<file path="src/rtl/wb_regfile_unit_pkg.sv">
// rtl/wb_regfile_unit_pkg.sv - shared constants and types for the write-back register file unit
package wb_regfile_unit_pkg;

   localparam int unsigned REG_ZERO    = 0;
   localparam int unsigned REG_RA      = 31;
   localparam int unsigned LINK_OFFSET = 4;

   typedef logic [4:0]  reg_idx_t;
   typedef logic [31:0] word_t;

   // Write-back value mux: link address wins over load data, load data over ALU result.
   function automatic word_t wb_value(input logic jal, input logic mem_to_reg,
                                      input word_t pc, input word_t link_off,
                                      input word_t dout, input word_t result);
      if (jal)
         return pc + link_off;
      else if (mem_to_reg)
         return dout;
      else
         return result;
   endfunction

endpackage

</file>
<file path="src/rtl/wb_regfile_unit_gpr_file_32x32.sv">
// rtl/wb_regfile_unit_gpr_file_32x32.sv - 32x32 GPR array, one write port, two raw read ports
module gpr_file_32x32
   import wb_regfile_unit_pkg::*;
(
   input  logic     Clk,
   input  logic     Rst_n,
   input  logic     We,
   input  reg_idx_t Waddr,
   input  word_t    Wdata,
   input  reg_idx_t Ra,
   input  reg_idx_t Rb,
   output word_t    RdA,
   output word_t    RdB
);

   word_t regs [0:31];

   always_ff @(posedge Clk) begin
      if (!Rst_n) begin
         for (int i = 0; i < 32; i++)
            regs[i] <= '0;
      end else if (We && (Waddr != reg_idx_t'(REG_ZERO))) begin
         regs[Waddr] <= Wdata;
      end
   end

   // Register 0 reads as zero regardless of what the array holds.
   assign RdA = (Ra == reg_idx_t'(REG_ZERO)) ? '0 : regs[Ra];
   assign RdB = (Rb == reg_idx_t'(REG_ZERO)) ? '0 : regs[Rb];

endmodule

</file>
<file path="src/rtl/wb_regfile_unit.sv">
// rtl/wb_regfile_unit.sv - write-back stage: GPR/HI/LO commit with write-first bypassed reads
module wb_regfile_unit
   import wb_regfile_unit_pkg::*;
#(
   parameter int unsigned LINK_OFFSET = wb_regfile_unit_pkg::LINK_OFFSET,
   parameter int unsigned RA_REG      = wb_regfile_unit_pkg::REG_RA
)(
   input  logic        Clk,
   input  logic        Rst_n,
   input  logic        MemtoReg,
   input  logic        RegWr,
   input  logic        Of,
   input  logic        Jal,
   input  logic        MTLO,
   input  logic        MTHI,
   input  logic [31:0] Dout,
   input  logic [31:0] Result,
   input  logic [4:0]  Rw,
   input  logic [31:0] PC,
   input  logic [31:0] LoRe,
   input  logic [31:0] HiRe,
   input  logic [4:0]  Ra,
   input  logic [4:0]  Rb,
   output logic [31:0] BusA,
   output logic [31:0] BusB,
   output logic [31:0] LoOut,
   output logic [31:0] HiOut,
   output logic        OvfSticky,
   output logic [31:0] CommitCnt
);

   localparam word_t    LINK_OFF = word_t'(LINK_OFFSET);
   localparam reg_idx_t RA_IDX   = reg_idx_t'(RA_REG);

   reg_idx_t dest;
   word_t    wval;
   logic     wr_req;
   logic     gpr_we;
   logic     lo_we;
   logic     hi_we;
   word_t    raw_a;
   word_t    raw_b;
   word_t    lo_q;
   word_t    hi_q;
   word_t    commit_cnt;
   logic     ovf_q;

   assign dest   = Jal ? RA_IDX : Rw;
   assign wval   = wb_value(Jal, MemtoReg, PC, LINK_OFF, Dout, Result);
   assign wr_req = RegWr | Jal;
   // Reset gates every enable so a write presented during reset neither commits nor bypasses.
   assign gpr_we = wr_req & ~Of & (dest != reg_idx_t'(REG_ZERO)) & Rst_n;
   assign lo_we  = MTLO & Rst_n;
   assign hi_we  = MTHI & Rst_n;

   gpr_file_32x32 u_gpr (
      .Clk   (Clk),
      .Rst_n (Rst_n),
      .We    (gpr_we),
      .Waddr (dest),
      .Wdata (wval),
      .Ra    (Ra),
      .Rb    (Rb),
      .RdA   (raw_a),
      .RdB   (raw_b)
   );

   always_ff @(posedge Clk) begin
      if (!Rst_n) begin
         lo_q       <= '0;
         hi_q       <= '0;
         commit_cnt <= '0;
         ovf_q      <= 1'b0;
      end else begin
         if (lo_we)
            lo_q <= LoRe;
         if (hi_we)
            hi_q <= HiRe;
         if (gpr_we)
            commit_cnt <= commit_cnt + 32'd1;
         if (wr_req && Of)
            ovf_q <= 1'b1;
      end
   end

   always_comb begin
      BusA = raw_a;
      BusB = raw_b;
      if (Ra == reg_idx_t'(REG_ZERO))
         BusA = '0;
      else if (gpr_we && (Ra == dest))
         BusA = wval;
      if (Rb == reg_idx_t'(REG_ZERO))
         BusB = '0;
      else if (gpr_we && (Rb == dest))
         BusB = wval;
   end

   assign LoOut     = lo_we ? LoRe : lo_q;
   assign HiOut     = hi_we ? HiRe : hi_q;
   assign OvfSticky = ovf_q;
   assign CommitCnt = commit_cnt;

endmodule

</file>
<file path="config.mk">
export PLATFORM = sky130hd
export DESIGN_NAME = wb_regfile_unit
export DESIGN_NICKNAME = d
export VERILOG_FILES = /design/src/rtl/wb_regfile_unit_pkg.sv /design/src/rtl/wb_regfile_unit_gpr_file_32x32.sv /design/src/rtl/wb_regfile_unit.sv
export SDC_FILE = /design/constraint.sdc
export NUM_CORES = 2
export LEC_CHECK = 0
export ABC_AREA = 0
export CELL_PAD_IN_SITES_DETAIL_PLACEMENT = 1
export CELL_PAD_IN_SITES_GLOBAL_PLACEMENT = 1
export CORE_MARGIN = 2
export CORE_UTILIZATION = 30
export DETAILED_ROUTE_END_ITERATION = 7
export PLACE_DENSITY = 0.54
export SLEW_MARGIN = 20
export SYNTH_ARGS = -nofsm -noshare
export SYNTH_HDL_FRONTEND = slang
export SYNTH_SLANG_ARGS = --single-unit
</file>
<file path="constraint.sdc">
create_clock -name Clk -period 8 [get_ports Clk]
set_input_delay 2 -clock Clk [delete_from_list [all_inputs] [get_ports Clk]]
set_output_delay 2 -clock Clk [all_outputs]
set_load 0.02 [all_outputs]
</file>
==> results.json <==
{
  "period_minus_slack_ps": 7510,
  "maxSlewHeadroom": 0.225,
  "max_freq_mhz": 133,
  "drtAntennaViolNets": 0,
  "synth-edff-count": 1024,
  "routed-via-count": 39300,
  "num_rows": 161,
  "startpoint_type": "input port",
  "fin_tns_setup_ps": 0,
  "reg2reg_depth": 6,
  "drc": 0,
  "path_clk_slew_ps": 60,
  "grtUsageTotal": 0.244,
  "grt_setup_unrepaired": "false",
  "fin_crit_sh": 0.939,
  "power_uw": 15000,
  "initial_core_util": 0.301,
  "worstPathRequired_ps": 6000,
  "seq_area_frac_synth": 0.566,
  "routed_via_density": 5.68,
  "final_core_utilization": 0.359,
  "slowest_delay_ps": 750,
  "ff2ff_setup_slack_ps": 5800,
  "endpoint": "BusB[22]",
  "status": "complete, no violations",
  "critPathMostFrequentCell": "clkdlybuf4s50_1",
  "overflow": 0,
  "maxSlewViolCount": 0,
  "endpoint_kind": "output pin",
  "clkLatencyLatePin_ps": 760,
  "postCtsHoldBufs": 0,
  "clock_skew_ps": 6.74,
  "gp_congestion": 0.883,
  "power_density_nw_per_um2": 218,
  "net-switching-power_uw": 3970,
  "final-setup-viol-count": 0,
  "reg2reg_from": "CommitCnt[0]",
  "drt_wl_total_um": 242000,
  "slowest_stage": "clkdlybuf4s50_1",
  "first_pass_iters": 5,
  "ys_ff_latch": 1121,
  "seq_power_share": 0.455,
  "synth_common_cells": "nor2_1 (1,055), edfxtp_1 (1,024), mux4_2 (604), clkbuf_1 (279), nand2_1 (107)",
  "hold_depth": 2,
  "cts_setup_buffers": 0,
  "critPathMaxFanout": 4,
  "fillers": 19800,
  "yosysWarnings": 0,
  "crit_arrival_ps": 5510,
  "yosys.area.top_type": "edfxtp_1",
  "netlist_area_um2": 57700,
  "ioPinCount": 344,
  "worst_slew_pin_slew_ps": 1160,
  "cp_num_buf_inv": 3,
  "wl_per_cell_um": 35.0,
  "cts_max_level": 3,
  "numCtsBuffers": 121,
  "drtIter0Drc": 3992,
  "die_w_um": 443,
  "die_area_um2": 196000,
  "cts_sinks": 1121,
  "synth_most_common_cell": "nor2_1",
  "coreArea_um2": 192000,
  "drive_gt1_frac": 0.268,
  "cts_buffer_depth": 3,
  "syn_area_per_cell_um2": 14.4,
  "hold_ws_ps": 472,
  "combinationalPowerShare": 0.151,
  "power_report.internal_total_uw": 11000,
  "syn-instance-count": 4000,
  "crit_chain": "clkdlybuf4s50_1 -> ha_1 -> and4_1 -> nand4_1 -> nor2_1 -> xor2_1 -> buf_4 -> o21ai_2 -> a211oi_1 -> clkdlybuf4s50_1",
  "cts_tree": "yes",
  "cp_top_family": "buffers and inverters",
  "area_delta_synth_final_pct": 19.3,
  "switching_share": 0.264,
  "synth_top_area_frac": 0.533,
  "cts-root-buf": "clkbuf_16",
  "cp.depth": 10,
  "yosys.cell_types.count": 48,
  "crit_type": "in2out",
  "post_cts_resized": 0,
  "layout.nets": 4472,
  "hold_violations": 0,
  "peakVddDrop_mv": 0.183,
  "die_y_um": 443,
  "min_path_type": "reg2reg",
  "critPathLaunch": "PC[2]",
  "grt_pass1_wl_um": 334000,
  "p_leak_uw": 0.0233,
  "grt_pass1_vias": 40700,
  "max_cap_violations": 0,
  "io_buffers": 343,
  "regToRegEndpoint": "CommitCnt[22]",
  "place_hpwl_um": 150000,
  "synthTopCellsByArea": "edfxtp_1 (53%), mux4_2 (24%), nor2_1 (6.9%)",
  "async_flop_share": 0,
  "synthFlopType": "edfxtp_1",
  "grt_max_degree": 73,
  "antenna_found_initial": 8,
  "clkPwrFrac": 0.393
}
==> power by group through the flow <==
stage	Clock (µW)	Combinational, µW	Sequential (µW)
finish	5900	2270	6840
global route	6170	2360	6870
floorplan	0	1280	6900
CTS	6000	2290	6840
detailed placement	0	2280	6960
global placement	0	2270	6930
==> routing by layer <==
layer | global-route usage | routed length [µm]
met1 | 0.310 | 95500
met4 | 0.107 | 11300
met3 | 0.0310 | 14400
met2 | 0.415 | 121000
met5 | 0 | 11
==> cells by family after synthesis <==
| family | after synthesis | synth area share |
|---|---|---|
| AOI/OAI and AO/OA | 197 | 0.0225 |
| buffers and inverters | 425 | 0.0321 |
| DFF | 1121 | 0.566 |
| and+or+nand+nor | 1422 | 0.103 |
| other | 1 | 0.0000650 |
| adders and majority gates | 2 | 0.000433 |
| xor gates and xnor gates | 60 | 0.00910 |
| muxes | 772 | 0.266 |
==> final cells by class <==
| class | instances | area, µm² | area share |
|---|---|---|---|
| Timing Repair Buffer | 544 | 5210 | 0.0757 |
| Sequential cell | 1121 | 32700 | 0.475 |
| Multi-Input combinational cell | 2485 | 23700 | 0.344 |
| Inverter | 14 | 60.1 | 0.000872 |
| Tap cell | 2526 | 3160 | 0.0459 |
| Antenna cell | 2 | 5.00 | 0.0000727 |
| Clock inverter | 63 | 724 | 0.0105 |
| Clock buffer | 160 | 3330 | 0.0484 |
==> cells in the final DEF, fill, tap and decap left out, types with 26 or more instances in the layout <==
cell and instances:
a211oi_1 90, and2_1 71, buf_4 190, clkbuf_1 26, clkbuf_16 124, clkdlybuf4s50_1 323
conb_1 32, dfxtp_1 97, edfxtp_1 1024, mux2_2 66, mux2i_1 102, mux4_2 604
nand2_1 44, nand2_2 59, nor2_1 1054, nor2b_1 60, nor3_1 48, o22ai_1 34
xnor2_1 45
==> worst register-to-register path: cells and delay by family (launching register included) <==
kind	cells	cell delay, ps
xor+xnor	1	160
fa+ha+maj	1	190
simple gates	4	1330
flops	1	400
==> metrics by stage <==
step / area, µm² / setup WS, ps / std cells
2_1_floorplan: 57800 / 2030 / 4031
4_1_cts: 68800 / 450 / 6913
6_report: 68800 / 487 / 6915
3_3_place_gp: 64800 / 495 / 6690
3_5_place_dp: 64800 / 467 / 6690
5_1_grt: 68800 / 410 / 6915
==> registers in the layout, indices dropped and copies added, names as in the netlist <==
register / cells
CommitCnt: 32
lo_q: 32
hi_q: 32
OvfSticky: 1
u_gpr.regs: 1024
==> how the worst min path moves through the flow <==
stage                      to      start  slack [ps]
detailed placement  OvfSticky  OvfSticky         470
CTS                 OvfSticky  OvfSticky         480
global route        OvfSticky  OvfSticky         500
global placement    OvfSticky  OvfSticky         440
finish              OvfSticky  OvfSticky         470
floorplan           OvfSticky  OvfSticky         520
No activity file was read; power rests on OpenSTA's default activity.
